**config.mk**
```make
export PLATFORM = sky130hd
export DESIGN_NAME = pic_icsp_loader_flat
export DESIGN_NICKNAME = d
export VERILOG_FILES = /design/src/rtl/pic_icsp_loader_if.sv /design/src/rtl/pic_icsp_loader.sv /design/src/flat_wrapper.sv
export SDC_FILE = /design/constraint.sdc
export NUM_CORES = 1
export LEC_CHECK = 0
export ABC_AREA = 1
export CORE_AREA = 3 3 77 79
export CTS_BUF_LIST = sky130_fd_sc_hd__clkbuf_16
export CTS_CLUSTER_DIAMETER = 40
export DETAILED_ROUTE_END_ITERATION = 6
export DIE_AREA = 0 0 80 82
export DONT_BUFFER_PORTS = 1
export GPL_TIMING_DRIVEN = 0
export SYNTH_ARGS = -nofsm -noshare
export SYNTH_HDL_FRONTEND = slang
export SYNTH_SLANG_ARGS = --single-unit
export TNS_END_PERCENT = 50
```
**constraint.sdc**
```tcl
create_clock -name clk -period 2.1 [get_ports clk]
set_input_delay 0.63 -clock clk [delete_from_list [all_inputs] [get_ports clk]]
set_output_delay 0.63 -clock clk [all_outputs]
set_load 0.02 [all_outputs]
```
**src/rtl/pic_icsp_loader_if.sv**
```systemverilog
// ============================================================================
// Module   : pic_icsp_loader_if
// Brief    : Program-memory load port between the ICSP loader (master) and the
//            instruction memory / CPU hold logic (slave).
//            Optional macro ICSP_READBACK_EN adds the rdata return path.
// Revision : 1.0  initial release
// ============================================================================
`default_nettype none

interface pic_icsp_loader_if #(
    parameter int L2_PIC_INSTR_MEM_DEPTH = 9,
    parameter int PIC_INSTR_WIDTH        = 12
);
    logic                              program_mode;
    logic [L2_PIC_INSTR_MEM_DEPTH-1:0] waddr;
    logic [PIC_INSTR_WIDTH-1:0]        wdata;
    logic                              we;
`ifdef ICSP_READBACK_EN
    logic [PIC_INSTR_WIDTH-1:0]        rdata;
`endif

    modport master (
        output program_mode,
        output waddr,
        output wdata,
`ifdef ICSP_READBACK_EN
        input  rdata,
`endif
        output we
    );

    modport slave (
        input  program_mode,
        input  waddr,
        input  wdata,
`ifdef ICSP_READBACK_EN
        output rdata,
`endif
        input  we
    );
endinterface

`default_nettype wire

```
**src/rtl/pic_icsp_loader.sv**
```systemverilog
// ============================================================================
// Module   : pic_icsp_loader
// Brief    : ICSP serial front end. Decodes 6-bit commands and 16-bit data
//            frames from an external programmer and issues one-cycle writes
//            into instruction memory through the load-port interface.
//            Macro ICSP_READBACK_EN adds the READ_DATA command and the
//            icsp_dout/icsp_oe serial return path.
// Revision : 1.0  initial release
// ============================================================================
`default_nettype none

module pic_icsp_loader #(
    parameter int L2_PIC_INSTR_MEM_DEPTH = 9,
    parameter int PIC_INSTR_WIDTH        = 12
) (
    input  wire logic clk,
    input  wire logic rst,
    input  wire logic prog_req,
    input  wire logic icsp_clk,
    input  wire logic icsp_data,
`ifdef ICSP_READBACK_EN
    output logic      icsp_dout,
    output logic      icsp_oe,
`endif
    pic_icsp_loader_if.master bus
);

    localparam int         c_FRAME_W = 16;
    localparam logic [4:0] c_CMD_LAST   = 5'd5;
    localparam logic [4:0] c_FRAME_LAST = 5'd15;
    localparam logic [L2_PIC_INSTR_MEM_DEPTH-1:0] c_ADDR_ONE =
        {{(L2_PIC_INSTR_MEM_DEPTH-1){1'b0}}, 1'b1};

    localparam logic [5:0] c_CMD_LOAD_DATA  = 6'h02;
    localparam logic [5:0] c_CMD_INC_ADDR   = 6'h06;
    localparam logic [5:0] c_CMD_BEGIN_PROG = 6'h08;
    localparam logic [5:0] c_CMD_RESET_ADDR = 6'h16;
`ifdef ICSP_READBACK_EN
    localparam logic [5:0] c_CMD_READ_DATA  = 6'h04;
    localparam logic [4:0] c_READ_DONE      = 5'd16;
`endif

    typedef enum logic [2:0] {
        S_IDLE    = 3'd0,
        S_CMD     = 3'd1,
        S_DECODE  = 3'd2,
        S_PAYLOAD = 3'd3,
        S_WRITE   = 3'd4,
        S_WEND    = 3'd5,
        S_RCAP    = 3'd6,
        S_READ    = 3'd7
    } state_t;

    state_t                              r_state;
    logic [1:0]                          r_req_s;
    logic [1:0]                          r_ck_s;
    logic [1:0]                          r_dat_s;
    logic                                r_ck_d;
    logic [c_FRAME_W-1:0]                r_shift;
    logic [4:0]                          r_cnt;
    logic                                r_mode;
    logic [L2_PIC_INSTR_MEM_DEPTH-1:0]   r_waddr;
    logic [PIC_INSTR_WIDTH-1:0]          r_wdata;
    logic                                r_we;
`ifdef ICSP_READBACK_EN
    logic [c_FRAME_W-1:0]                r_rd;
    logic                                r_dout;
    logic                                r_oe;
`endif

    logic                 w_req;
    logic                 w_rise;
    logic                 w_fall;
    logic [c_FRAME_W-1:0] w_shift_nx;
    logic [5:0]           w_cmd;

    // Synchronized pins; edges are judged on the second synchronizer stage.
    assign w_req      = r_req_s[1];
    assign w_rise     = r_ck_s[1] & ~r_ck_d;
    assign w_fall     = ~r_ck_s[1] & r_ck_d;
    // Bits enter at the top so an LSB-first stream ends up right-aligned.
    assign w_shift_nx = {r_dat_s[1], r_shift[c_FRAME_W-1:1]};
    assign w_cmd      = r_shift[c_FRAME_W-1:c_FRAME_W-6];

    assign bus.program_mode = r_mode;
    assign bus.waddr        = r_waddr;
    assign bus.wdata        = r_wdata;
    assign bus.we           = r_we;
`ifdef ICSP_READBACK_EN
    assign icsp_dout = r_dout;
    assign icsp_oe   = r_oe;
`endif

    // Two-flop synchronizers for the asynchronous programmer pins.
    always_ff @(posedge clk or posedge rst) begin
        if (rst) begin
            r_req_s <= 2'b00;
            r_ck_s  <= 2'b00;
            r_dat_s <= 2'b00;
            r_ck_d  <= 1'b0;
        end else begin
            r_req_s <= {r_req_s[0], prog_req};
            r_ck_s  <= {r_ck_s[0], icsp_clk};
            r_dat_s <= {r_dat_s[0], icsp_data};
            r_ck_d  <= r_ck_s[1];
        end
    end

    // Loader FSM: command/frame shifting, decode and registered load-port outputs.
    always_ff @(posedge clk or posedge rst) begin
        if (rst) begin
            r_state <= S_IDLE;
            r_shift <= '0;
            r_cnt   <= '0;
            r_mode  <= 1'b0;
            r_waddr <= '0;
            r_wdata <= '0;
            r_we    <= 1'b0;
`ifdef ICSP_READBACK_EN
            r_rd    <= '0;
            r_dout  <= 1'b0;
            r_oe    <= 1'b0;
`endif
        end else if ((r_state != S_IDLE) && !w_req) begin
            // Request withdrawn: discard any partial shift, keep address and data.
            r_state <= S_IDLE;
            r_cnt   <= '0;
            r_mode  <= 1'b0;
            r_we    <= 1'b0;
`ifdef ICSP_READBACK_EN
            r_oe    <= 1'b0;
            r_dout  <= 1'b0;
`endif
        end else begin
            case (r_state)
                S_IDLE: begin
                    if (w_req) begin
                        r_waddr <= '0;
                        r_mode  <= 1'b1;
                        r_cnt   <= '0;
                        r_state <= S_CMD;
                    end
                end
                S_CMD: begin
                    if (w_rise) begin
                        r_shift <= w_shift_nx;
                        if (r_cnt == c_CMD_LAST) begin
                            r_cnt   <= '0;
                            r_state <= S_DECODE;
                        end else begin
                            r_cnt <= r_cnt + 5'd1;
                        end
                    end
                end
                S_DECODE: begin
                    r_cnt <= '0;
                    case (w_cmd)
                        c_CMD_LOAD_DATA:  r_state <= S_PAYLOAD;
                        c_CMD_INC_ADDR: begin
                            r_waddr <= r_waddr + c_ADDR_ONE;
                            r_state <= S_CMD;
                        end
                        c_CMD_BEGIN_PROG: r_state <= S_WRITE;
                        c_CMD_RESET_ADDR: begin
                            r_waddr <= '0;
                            r_state <= S_CMD;
                        end
`ifdef ICSP_READBACK_EN
                        c_CMD_READ_DATA:  r_state <= S_RCAP;
`endif
                        default:          r_state <= S_CMD;
                    endcase
                end
                S_PAYLOAD: begin
                    if (w_rise) begin
                        r_shift <= w_shift_nx;
                        if (r_cnt == c_FRAME_LAST) begin
                            // Frame bit 0 is a start bit; bits above the word are padding.
                            r_wdata <= w_shift_nx[PIC_INSTR_WIDTH:1];
                            r_cnt   <= '0;
                            r_state <= S_CMD;
                        end else begin
                            r_cnt <= r_cnt + 5'd1;
                        end
                    end
                end
                // Extra cycle before the strobe keeps address/data settled ahead of we.
                S_WRITE: begin
                    r_we    <= 1'b1;
                    r_state <= S_WEND;
                end
                S_WEND: begin
                    r_we    <= 1'b0;
                    r_state <= S_CMD;
                end
`ifdef ICSP_READBACK_EN
                S_RCAP: begin
                    r_rd    <= {{(c_FRAME_W-PIC_INSTR_WIDTH-1){1'b0}}, bus.rdata, 1'b0};
                    r_cnt   <= '0;
                    r_state <= S_READ;
                end
                // Present one bit per programmer rising edge; release the line on
                // the falling edge that follows the last bit.
                S_READ: begin
                    if (w_rise && (r_cnt != c_READ_DONE)) begin
                        r_dout <= r_rd[0];
                        r_rd   <= {1'b0, r_rd[c_FRAME_W-1:1]};
                        r_oe   <= 1'b1;
                        r_cnt  <= r_cnt + 5'd1;
                    end else if (w_fall && (r_cnt == c_READ_DONE)) begin
                        r_oe    <= 1'b0;
                        r_dout  <= 1'b0;
                        r_cnt   <= '0;
                        r_state <= S_CMD;
                    end
                end
`endif
                default: r_state <= S_IDLE;
            endcase
        end
    end

endmodule

`default_nettype wire

```
**src/flat_wrapper.sv**
```systemverilog
// flat-port wrapper written by rule: the top's interface ports become plain ports
module pic_icsp_loader_flat 
#(
    parameter int L2_PIC_INSTR_MEM_DEPTH = 9,
    parameter int PIC_INSTR_WIDTH        = 12
)
  (clk, rst, prog_req, icsp_clk, icsp_data, bus_program_mode, bus_waddr, bus_wdata, bus_we);
  pic_icsp_loader_if #(.L2_PIC_INSTR_MEM_DEPTH(L2_PIC_INSTR_MEM_DEPTH), .PIC_INSTR_WIDTH(PIC_INSTR_WIDTH)) bus_i ();
  input  wire logic clk;
  input  wire logic rst;
  input  wire logic prog_req;
  input  wire logic icsp_clk;
  input  wire logic icsp_data;
  output wire logic [$bits(bus_i.program_mode)-1:0] bus_program_mode;
  output wire logic [$bits(bus_i.waddr)-1:0] bus_waddr;
  output wire logic [$bits(bus_i.wdata)-1:0] bus_wdata;
  output wire logic [$bits(bus_i.we)-1:0] bus_we;
  assign bus_program_mode = bus_i.program_mode;
  assign bus_waddr = bus_i.waddr;
  assign bus_wdata = bus_i.wdata;
  assign bus_we = bus_i.we;
  pic_icsp_loader #(.L2_PIC_INSTR_MEM_DEPTH(L2_PIC_INSTR_MEM_DEPTH), .PIC_INSTR_WIDTH(PIC_INSTR_WIDTH)) u_core (.clk(clk), .rst(rst), .prog_req(prog_req), .icsp_clk(icsp_clk), .icsp_data(icsp_data), .bus(bus_i));
endmodule
```
* Word-level counts from Yosys, hierarchy flattened
Cells that the tools add are included.
Word-level totals: input port bits 5, register bits after elaboration 54, logic and storage cells 73
Cells by class: mux-type cells 23, add/sub/neg operators 2, equal/unequal tests 18, reduce and logical (&&, ||, !) cells 16, bitwise gates (word level) 3
Operators by type and width (count):
- $pmux W9 S2 | 2
- $mux W5 | 6
- $pmux W5 S4 | 1
- $mux W3 | 6
- $pmux W3 S6 | 1
- $ne A3 B1 Y1 const B | 5
- $reduce_and A4 Y1 | 3
- $add A9 B1 Y9 const B | 1
- $mux W9 | 1
- $eq A3 B2 Y1 const B | 2
- $eq A3 B3 Y1 const B | 2
- $eq A6 B2 Y1 const B | 1
- $eq A6 B3 Y1 const B | 1
- $eq A6 B4 Y1 const B | 1
- $eq A6 B5 Y1 const B | 1
- $pmux W3 S2 | 1
- $reduce_bool A2 Y1 | 3
- $reduce_bool A3 Y1 | 2
- $add A5 B1 Y5 const B | 1
- $eq A5 B3 Y1 const B | 1
- $eq A5 B4 Y1 const B | 1
- $reduce_and A5 Y1 | 1
- $reduce_bool A5 Y1 | 1
- $mux W1 | 4
- other kinds (12) | 13

* Logic depth before layout (Yosys ltp)
Gate-level depths: netlist of run 1.
depth after elaboration 5, mapped depth 13, gate-level depth less buffers 13

* Least setup slack after synthesis of run 1
Ideal clock, no wire load.
kind flip-flop to flip-flop, start point reg u_core.r_state[1], end point reg u_core.r_wdata[0], in the netlist u_core.bus.wdata[0], path slack 0.339 ns, cell stages (with the launch flop) 12, arrival time 1.643 ns, clock period less this slack 1.761 ns, setup time 0.118 ns, path through dfrtp_1 > buf_2 > nor2_1 > nand2_1 > ha_1 > nor2_4 > inv_2 > nor2_8 > nand3_4 > buf_6 > nand2_1 > o21ai_2
Between the ends: word-level cells in the longest chain between the ends 4, elaborated cells on any way between the ends 5, those cells by class 1 x eq/ne; 1 x bitwise; 3 x reduce/logical
RTL lines:
- start: declaration | line pic_icsp_loader.sv:54 | state_t r_state;
- start signal: assignment | line pic_icsp_loader.sv:112 | r_state <= S_IDLE;
- start signal: assignment | line pic_icsp_loader.sv:126 | r_state <= S_IDLE;
- start signal: assignment | line pic_icsp_loader.sv:141 | r_state <= S_CMD;
- $reduce_bool A3 Y1 | line pic_icsp_loader.sv:124 | end else if ((r_state != S_IDLE) && !w_req) begin
- $logic_and A1 B1 Y1 | line pic_icsp_loader.sv:124
- $not A1 Y1 (no line)
- $reduce_and A4 Y1 (no line) *
- end signal: assignment | line pic_icsp_loader.sv:179 | r_wdata <= w_shift_nx[PIC_INSTR_WIDTH:1];
- end: declaration | line pic_icsp_loader.sv:63 | logic [PIC_INSTR_WIDTH-1:0] r_wdata;
Mark *: on every way between the ends. The rest lies on a longest branch, timed or not. A chain may end at the register's enable or synchronous reset.

* Worst setup path after layout of run 1
start point reg u_core.r_state[1], end point reg u_core.r_wdata[4], in the netlist u_core.bus.wdata[4]
Same word-level chain as after synthesis.

==> reports/qor.txt, run 1 <==
Crit. Startpoint: u_core.r_state[1]$_DFFE_PP0P_
Reg2reg end: u_core.bus.wdata[4]$_DFFE_PP0P_
Slowest CP cell: dfrtp_1
Worst hold slack: 188 ps
Global-route wire length before repair: 8600 um
Detailed Place HPWL: 3650 um
Worst Reg-to-Reg Cells: 11
DR WL/cell: 12.4 um
Layout area overhead: 10.3%
YS warnings: 0
CP cell instances: buf_2 -> nor2_1 -> nand2_1 -> ha_2 -> nor2_4 -> inv_2 -> nor2_8 -> nand3_4 -> buf_6 -> nand2_1 -> o21ai_2
Worst Hold Class: in2async
Total Routing Usage GR: 16.6%
Routed Antenna Nets: 0
Die W: 80 um
Routed wire length: 5020 um
Critical path type: reg2reg
Share of layout cells above drive strength 1: 12.0%
Largest net degree at the start of global routing: 39
Logic pwr share: 28.4%
Clk_lat worst skew: 290 ps
Slew Viols, Final: 0
Pwr dens: 1010 nW/um2
Register area share after synthesis: 49.7%
Post-DR vias/cell: 4.92
Area leader, netlist: dfrtp_1
Hold Fails Final Rpt: 0
Max-Cap Viols: 0
1st-pass router iterations: 4
Placed cells: 397
Net switching power: 1.10 mW
Vias in the first global route: 1799
Gr ovfl total: 0
Final setup vio count: 0
Post-Syn Area: 2620 um2
CTS Buffer Depth: 2
CTS buffer count: 5
Crit-path leading delay family: simple AND/OR/NAND/NOR gates
#FFs+latches synth: 52
Row Count: 27
Gp weighted congestion: 0.803
Stages on worst setup path: 11
Port Buffer Count: 0
Wire length on met2: 2340 um
CP startpoint kind: flop
Starting density of the core: 48.4%
Crit share post-route: 89.4%
Unrepaired setup endpoints after global routing: false
Reg2Reg Launch Point: u_core.r_state[1]$_DFFE_PP0P_
Nets: 344
Seq pwr share: 43.3%
Chip height: 82 um
H-tree Lvls: 2
Asr flop ratio synth: 100%
EDFF count, synth: 0
Vias: 1993
Cell Int Power: 1.83 mW
Reg2reg setup slack: 220 ps
P_leak: 1.47 nW
Crit path top cell by count: nand2_1
Clock transition at the registers of the reported paths: 70 ps
N_diodes: 0
Maximum vdd drop: 0.484 mV
CORE AREA: 5410 um2
Worst path arrival time: 2060 ps
Post-Syn Area per Cell: 8.07 um2
Crit path required time: 2290 ps
Die area: 6560 um2
Slew margin rel.: 76.2%
Setup_tns: 0 ps
Post-synth top cells: 104 x nand2_1, 52 x dfrtp_1, 47 x inv_1, 25 x nand3_1, 25 x nor2_1
Largest cells by area after synthesis: dfrtp_1 50%, nand2_1 15%, inv_1 6.7%
Non-filler instance count after layout: 405
CTS Sinks: 52
Iteration-0 DRC Markers: 86
Top-count cell post-synth: nand2_1
Max layer used: met4
Critical path fanouts, max: 10
Largest stage delay on the critical path: 350 ps
Post-CTS Resized: 0
I/O pin cnt: 28
Residual DRC: 0
CTS Hold Buffers Added: 0
Synth unique cells: 24
Crit path to: u_core.bus.wdata[4]$_DFFE_PP0P_
CTS tree: built
Crit. End Element: flop
Switching share of power: 37.4%
Post-Syn Instances: 324
Minimum clock period: 1880 ps
Clock power frac: 28.3%
Wire length on met1: 2410 um
Antenna violations before repair: 0
Layout fillers: 533
Fmax: 532 MHz
Worst-Margin Slew: 357 ps
Synth top area share: 49.7%
Setup bufs post-CTS: 0
Mapped Nets: 336
Status: finished clean
Prevailing post-synth register cell: dfrtp_1
Worst Path Buf+Inv: 3
Met3 wire len: 231 um
Worst Clk Skew: 7.54 ps
Root Driver: clkbuf_16
-- placed cells by master, fill, tap and decap left out, drive strengths merged, types with 4 or more instances in the layout --
master,Yosys,layout
nor3,4,4
nand2,106,106
nor2,27,27
clkbuf,2,7
dfrtp,52,52
o21ai,33,33
nand3,26,26
inv,50,52
buf,6,7
ha,7,7
-- cell type report --
type | count | area [um2] | share of cell area, %
well taps | 72 | 90.1 | 3.12
flip-flops and latches | 52 | 1300 | 45.1
repair buffers | 1 | 20.0 | 0.694
multi-input cells | 214 | 1070 | 37.0
inverters | 50 | 188 | 6.50
clock inverters | 3 | 25.0 | 0.867
plain buffers | 8 | 67.6 | 2.34
clock buffers | 5 | 125 | 4.34
-- sequential cells by signal, indices dropped and copies added (netlist names), 2 cells and up --
| register | cells |
|---|---|
| u_core.r_shift | 14 |
| u_core.bus.wdata | 12 |
| u_core.bus.waddr | 9 |
| u_core.r_cnt | 5 |
| u_core.r_state | 3 |
| u_core.r_ck_s | 2 |
| u_core.r_dat_s | 2 |
| u_core.r_req_s | 2 |
-- power groups by stage --
stage               registers, mW  logic, mW  clock network [mW]
finish                       1.27      0.832               0.829
floorplan                    1.25      0.655                   0
detailed placement           1.28      0.822                   0
global placement             1.28      0.805                   0
CTS                          1.27      0.827               0.859
global route                 1.29      0.980               0.904
-- kinds of logic (layout without fill, tap and decap cells) --
kind of cell / count (synthesis) / in the layout / synth area share [%]
compound gates: 37 / 37 / 8.85
xor+xnor: 2 / 2 / 0.670
fa+ha+maj: 7 / 7 / 3.35
buf+inv: 58 / 67 / 9.71
flops: 52 / 52 / 49.7
simple gates: 168 / 168 / 27.7
-- per-layer routing --
metal / up-vias / global-route usage, %
li1: 1023 / -
met1: 934 / 23.4
met2: 31 / 26.4
met3: 5 / 4.06
met4: 0 / 3.04
met5: - / 0
-- worst min-delay path by stage --
| stage | start | endpoint | slack, ps |
|---|---|---|---|
| floorplan | u_core.r_ck_s[0]$_DFF_PP0_ | u_core.r_ck_s[1]$_DFF_PP0_ | 330 |
| global placement | u_core.r_dat_s[0]$_DFF_PP0_ | u_core.r_dat_s[1]$_DFF_PP0_ | 330 |
| detailed placement | u_core.r_dat_s[0]$_DFF_PP0_ | u_core.r_dat_s[1]$_DFF_PP0_ | 340 |
| CTS | rst | u_core.r_cnt[4]$_DFFE_PP0P_ | 200 |
| global route | rst | u_core.bus.waddr[6]$_DFFE_PP0P_ | 200 |
| finish | rst | u_core.r_cnt[4]$_DFFE_PP0P_ | 190 |
-- per-stage QoR --
| step | util (%) | worst slack, ps | area [um2] | power [mW] |
|---|---|---|---|---|
| floorplan | - | 212 | 2620 | 1.91 |
| global placement | 50.1 | -421 | 2710 | 2.09 |
| detailed placement | 50.4 | 7.30 | 2730 | 2.11 |
| CTS | 53.2 | 2.37 | 2880 | 2.95 |
| global route | 53.4 | 2.95 | 2890 | 3.18 |
| finish | 53.4 | 222 | 2890 | 2.93 |
Power figures use the tool's default switching activity.
==> run 2: changes to the inputs <==
--- a/config.mk
+++ b/config.mk
@@ -6,11 +6,11 @@
 export NUM_CORES = 1
 export LEC_CHECK = 0
 export ABC_AREA = 1
-export CORE_AREA = 3 3 77 79
+export CORE_AREA = 3 3 85 87
 export CTS_BUF_LIST = sky130_fd_sc_hd__clkbuf_16
 export CTS_CLUSTER_DIAMETER = 40
 export DETAILED_ROUTE_END_ITERATION = 6
-export DIE_AREA = 0 0 80 82
+export DIE_AREA = 0 0 88 90
 export DONT_BUFFER_PORTS = 1
 export GPL_TIMING_DRIVEN = 0
 export SYNTH_ARGS = -nofsm -noshare
==> run 2 against run 1 <==
  * Sequential share of layout area down 0.14 points
  * Sequential cell count unchanged
  * Combinational power up 2.6%
  * Utilization down 8.3 points
  * Critical path type unchanged
  * Critical endpoint is now u_core.bus.wdata[3]$_DFFE_PP0P_
==> reports/qor.txt, run 2 (same netlist as run 1, synthesis figures left out) <==
DR WL/cell: 12.4 um (+0.34%)
Pwr dens: 1000 nW/um2 (-0.96%)
Root Driver: clkbuf_16
Layout area overhead: 10.6%
Antenna violations before repair: 0 (unchanged)
Slew margin rel.: 62.2% (-14 points)
Most frequent cells in the layout: 103 x nand2_1, 52 x dfrtp_1, 46 x inv_1
Hold Fails Final Rpt: 0 (unchanged)
N_diodes: 0 (unchanged)
Max-Cap Viols: 0 (unchanged)
H-tree Lvls: 2 (unchanged)
Iteration-0 DRC Markers: 141 (+64%)
Non-filler instance count after layout: 410 (+1.2%)
Worst hold slack: 277 ps (+89.1 ps)
Largest register FFs: 14 (unchanged)
Total Routing Usage GR: 14.0% (-2.6 points)
Port Buffer Count: 0 (unchanged)
CP startpoint kind: flop
Commonest non-fill, non-tap cell in the layout: nand2_1
Slew Viols, Final: 0 (unchanged)
Critical path type: reg2reg
Worst path arrival time: 2080 ps (+20 ps)
CTS tree: built
Crit share post-route: 90.4% (+0.97 points)
Minimum clock period: 1900 ps (+20.5 ps)
Post-DR vias/cell: 4.84 (-1.6%)
P_leak: 1.46 nW (-0.16%)
Fmax: 527 MHz (-1.1%)
Share of layout cells above drive strength 1: 12.0% (unchanged)
CP cell instances: buf_2 -> nor2_1 -> nand2_2 -> ha_4 -> nor2_4 -> inv_2 -> nor2_8 -> nand3_4 -> buf_6 -> nand2_1 -> o21ai_2
Starting density of the core: 40.7% (-7.7 points)
Global-route wire length before repair: 8940 um (+3.9%)
Critical path fanouts, max: 10 (unchanged)
Detailed Place HPWL: 3660 um (+0.16%)
CTS buffer count: 5 (unchanged)
Maximum vdd drop: 0.570 mV (+18%)
Final setup vio count: 0 (unchanged)
Setup_tns: 0 ps (unchanged)
Residual DRC: 0 (unchanged)
Vias in the first global route: 1912 (+6.3%)
Placed cells: 402 (+1.3%)
Nets: 344 (unchanged)
Worst Clk Skew: 5.13 ps (-2.41 ps)
Routed wire length: 5100 um (+1.6%)
Slowest CP cell: dfrtp_1
Gp weighted congestion: 0.818 (+1.9%)
Worst-Margin Slew: 567 ps (+210 ps)
Crit path required time: 2280 ps (about the same)
Die W: 88 um (+10%)
Chip height: 90 um (+9.8%)
Vias: 1986 (-0.35%)
Crit. End Element: flop
CTS Buffer Depth: 2 (unchanged)
Clk_lat worst skew: 290 ps (about the same)
Routed Antenna Nets: 0 (unchanged)
Clock transition at the registers of the reported paths: 70 ps (about the same)
1st-pass router iterations: 4 (unchanged)
I/O pin cnt: 28 (unchanged)
Setup bufs post-CTS: 0 (unchanged)
Worst Hold Class: in2async
Die area: 7920 um2 (+21%)
CORE AREA: 6420 um2 (+19%)
Layout fillers: 622 (+17%)
CTS Sinks: 52 (unchanged)
Largest Register: u_core.r_shift
Gr ovfl total: 0 (unchanged)
Largest stage delay on the critical path: 350 ps (about the same)
Row Count: 29 (+7.4%)
Status: finished clean
Largest net degree at the start of global routing: 29 (-26%)
[run 2: what timing repair did]
item                       in CTS  in global routing
setup endpoints to repair       0                 39
hold buffers                    0                  0
gates resized for setup         0                  8
[run 2: cell type report]
cell class | instances | area (um2) | share of cell area, %
flip-flops and latches | 52 | 1300 | 45.0
multi-input cells | 214 | 1080 | 37.4
inverters | 50 | 188 | 6.49
clock buffers | 5 | 125 | 4.32
well taps | 77 | 96.3 | 3.33
plain buffers | 8 | 67.6 | 2.33
repair buffers | 1 | 20.0 | 0.692
clock inverters | 3 | 15.0 | 0.519
[run 2: where the power goes]
part	switching, mW	leakage, nW	internal, mW
combinational	0.581	0.700	0.273
clock	0.352	0.0687	0.434
sequential	0.145	0.697	1.12
[run 2: worst max-delay path: cells and delay by family (launching register included)]
family | cells | cell delay (ps)
adders and majority gates | 1 | 210
and+or+nand+nor | 6 | 750
AOI/OAI and AO/OA | 1 | 50
DFF | 1 | 350
buffers and inverters | 3 | 430
[run 2: final timing paths]
path | slack [ps] | to | depth (start not counted) | from
min reg2reg | 350 | u_core.r_dat_s[1]$_DFF_PP0_ | 0 | u_core.r_dat_s[0]$_DFF_PP0_
max | 200 | u_core.bus.wdata[3]$_DFFE_PP0P_ | 11 | u_core.r_state[1]$_DFFE_PP0P_
max in group asynchronous | 1280 | u_core.r_shift[5]$_DFFE_PP0P_ | 2 | rst
min | 280 | u_core.r_shift[11]$_DFFE_PP0P_ | 1 | rst
max reg2reg | 200 | u_core.bus.wdata[3]$_DFFE_PP0P_ | 11 | u_core.r_state[1]$_DFFE_PP0P_
min in group clk | 350 | u_core.r_dat_s[1]$_DFF_PP0_ | 0 | u_core.r_dat_s[0]$_DFF_PP0_
[run 2: per-layer routing]
metal  track usage (%)  up-vias  part of all wire [%]
met4              4.09        0                  0.78
met5                 0        -                     0
met2              21.2       21                    46
met1              19.4      930                    50
met3              3.93        4                   3.2
li1                  -     1031                     -
[run 2: per-stage QoR]
step / worst slack [ps] / total power [mW] / util [%] / cell area (um2)
after floorplan: 212 / 1.91 / - / 2620
after global placement: -418 / 2.09 / 42.2 / 2710
after detailed placement: 3.28 / 2.10 / 42.5 / 2730
after CTS: 5.50 / 2.90 / 44.7 / 2870
after global routing: -10.0 / 3.14 / 45.1 / 2890
final: 201 / 2.91 / 45.1 / 2890
==> run 3: changes to the inputs <==
--- a/config.mk
+++ b/config.mk
@@ -7,7 +7,7 @@
 export LEC_CHECK = 0
 export ABC_AREA = 1
 export CORE_AREA = 3 3 85 87
-export CTS_BUF_LIST = sky130_fd_sc_hd__clkbuf_16
+export CTS_BUF_LIST = sky130_fd_sc_hd__clkbuf_8
 export CTS_CLUSTER_DIAMETER = 40
 export DETAILED_ROUTE_END_ITERATION = 6
 export DIE_AREA = 0 0 88 90
==> constraint.sdc (replaced) <==
create_clock -name clk -period 2.33 [get_ports clk]
set_input_delay 0.699 -clock clk [delete_from_list [all_inputs] [get_ports clk]]
set_output_delay 0.699 -clock clk [all_outputs]
set_load 0.02 [all_outputs]
==> run 3 against run 2 <==
  * Sequential cell count unchanged
  * Global-route usage decreased by 0.18 points
  * Utilization is 1.1 points lower
  * Die area unchanged
  * Sequential share of layout area up 1.1 points
  * Worst hold slack improved by 43 ps
  * Design area shrank 2.3%
  * Non-clock buffer count did not move
  * Power down 17%
  * Sequential power decreased by 10%
  * Routed wire length decreased by 1.3%
==> reports/qor.txt, run 3 (same netlist as run 1, synthesis figures left out) <==
Root Driver: clkbuf_8
Layout fillers: 626 (+0.64%)
CORE AREA: 6420 um2 (unchanged)
Largest Register: u_core.r_shift
Worst-Margin Slew: 559 ps (-7.87 ps)
Critical path type: reg2reg
Pwr dens: 854 nW/um2 (-15%)
Fmax: 479 MHz (-9.1%)
CTS tree: built
Routed Antenna Nets: 0 (unchanged)
Maximum vdd drop: 0.367 mV (-36%)
Worst path arrival time: 2260 ps (+180 ps)
Largest stage delay on the critical path: 360 ps (about the same)
PnR worst setup slack: 240 ps (+39.1 ps)
Status: finished clean
Crit-path leading delay family: buffers and inverters
Nets: 344 (unchanged)
Vias: 1981 (-0.25%)
Most frequent cells in the layout: 104 x nand2_1, 52 x dfrtp_1, 47 x inv_1
Worst hold slack: 320 ps (+43.3 ps)
Slew Viols, Final: 0 (unchanged)
CP cell instances: buf_2 -> nor2_1 -> nand2_1 -> ha_1 -> nor2_4 -> inv_2 -> nor2_8 -> clkbuf_1 -> o21ai_0
Antenna violations before repair: 0 (unchanged)
Hold Fails Final Rpt: 0 (unchanged)
Chip height: 90 um (unchanged)
CTS Sinks: 52 (unchanged)
Die W: 88 um (unchanged)
Clock transition at the registers of the reported paths: 100 ps (+30 ps)
Worst Hold Class: in2async
CTS buffer count: 5 (unchanged)
Global-route wire length before repair: 8890 um (-0.62%)
Worst Clk Skew: 7.88 ps (+2.75 ps)
Cell area after layout: 2830 um2 (-2.3%)
CTS Buffer Depth: 2 (unchanged)
Row Count: 29 (unchanged)
Commonest non-fill, non-tap cell in the layout: nand2_1
Port Buffer Count: 0 (unchanged)
Minimum clock period: 2090 ps (+191 ps)
Slowest CP cell: dfrtp_1
Final setup vio count: 0 (unchanged)
Setup bufs post-CTS: 0 (unchanged)
N_diodes: 0 (unchanged)
Placed Area: 2730 um2 (unchanged)
Setup_tns: 0 ps (unchanged)
Layout area overhead: 8.03%
Total Routing Usage GR: 13.8% (-0.18 points)
Setup WS pre-CTS: 233 ps (+230 ps)
Worst Path Buf+Inv: 3 (unchanged)
Vias in the first global route: 1911 (-0.052%)
I/O pin cnt: 28 (unchanged)
Total power: 2.42 mW (-17%)
Starting density of the core: 40.7% (unchanged)
Share of layout cells above drive strength 1: 10.5% (-1.5 points)
Reg2reg setup slack: 240 ps (+40 ps)
Crit share post-route: 89.7% (-0.73 points)
1st-pass router iterations: 4 (unchanged)
Clk_lat worst skew: 300 ps (about the same)
Gr ovfl total: 0 (unchanged)
Post-CTS Resized: 0 (unchanged)
DR WL/cell: 12.3 um (-1.3%)
Post-DR vias/cell: 4.83 (-0.25%)
P_leak: 1.44 nW (-1.5%)
Residual DRC: 0 (unchanged)
Routed wire length: 5030 um (-1.3%)
Slew margin rel.: 62.7% (+0.53 points)
Max-Cap Viols: 0 (unchanged)
H-tree Lvls: 2 (unchanged)
Gp weighted congestion: 0.818 (unchanged)
Crit. End Element: flop
CTS Hold Buffers Added: 0 (unchanged)
Iteration-0 DRC Markers: 139 (-1.4%)
Critical path fanouts, max: 10 (unchanged)
Crit path required time: 2500 ps (+220 ps)
Largest register FFs: 14 (unchanged)
Largest net degree at the start of global routing: 29 (unchanged)
Unrepaired setup endpoints after global routing: false
CP startpoint kind: flop
Die area: 7920 um2 (unchanged)
Detailed Place HPWL: 3660 um (unchanged)
==> run 3: through the flow <==
step / std cells / utilization, %
final: 410 / 44.0
after global routing: 410 / 44.0
after CTS: 410 / 44.0
after detailed placement: 402 / 42.5
after global placement: 401 / 42.2
after floorplan: 324 / -
==> run 3: worst paths after layout <==
path | depth (start not counted) | to | start
min in group clk | 0 | u_core.r_ck_s[1]$_DFF_PP0_ | u_core.r_ck_s[0]$_DFF_PP0_
max in group asynchronous | 2 | u_core.r_shift[10]$_DFFE_PP0P_ | rst
hold / removal | 1 | u_core.r_shift[11]$_DFFE_PP0P_ | rst
setup / recovery | 9 | u_core.r_shift[8]$_DFFE_PP0P_ | u_core.r_state[1]$_DFFE_PP0P_
setup reg to reg | 9 | u_core.r_shift[8]$_DFFE_PP0P_ | u_core.r_state[1]$_DFFE_PP0P_
hold reg to reg | 0 | u_core.r_ck_s[1]$_DFF_PP0_ | u_core.r_ck_s[0]$_DFF_PP0_
==> run 3: area by class of cell <==
class	count	area [um2]	share of cell area (%)
plain buffers	8	66.3	2.35
repair buffers	1	20.0	0.708
clock inverters	2	11.3	0.398
inverters	50	188	6.64
clock buffers	6	82.6	2.92
multi-input cells	214	1060	37.5
well taps	77	96.3	3.41
flip-flops and latches	52	1300	46.0
==> run 3: worst register-to-register path: stages (launching register included) <==
cell	delay, ps
dfrtp_1	360
buf_2	180
nor2_1	130
nand2_1	120
ha_1	300
nor2_4	170
inv_2	90
nor2_8	110
clkbuf_1	360
o21ai_0	150
==> run 3: routing by layer <==
layer,share of wire [%],wire [um],global-route usage [%]
met1,49,2480,19.8
met2,46,2320,20.9
met3,3.8,190,3.38
met4,0.68,34,3.45
met5,0,0,0
==> run 3: power by group <==
part	switching [mW]	internal (mW)
Combinational	0.509	0.227
Sequential	0.129	1.01
Clock	0.302	0.238
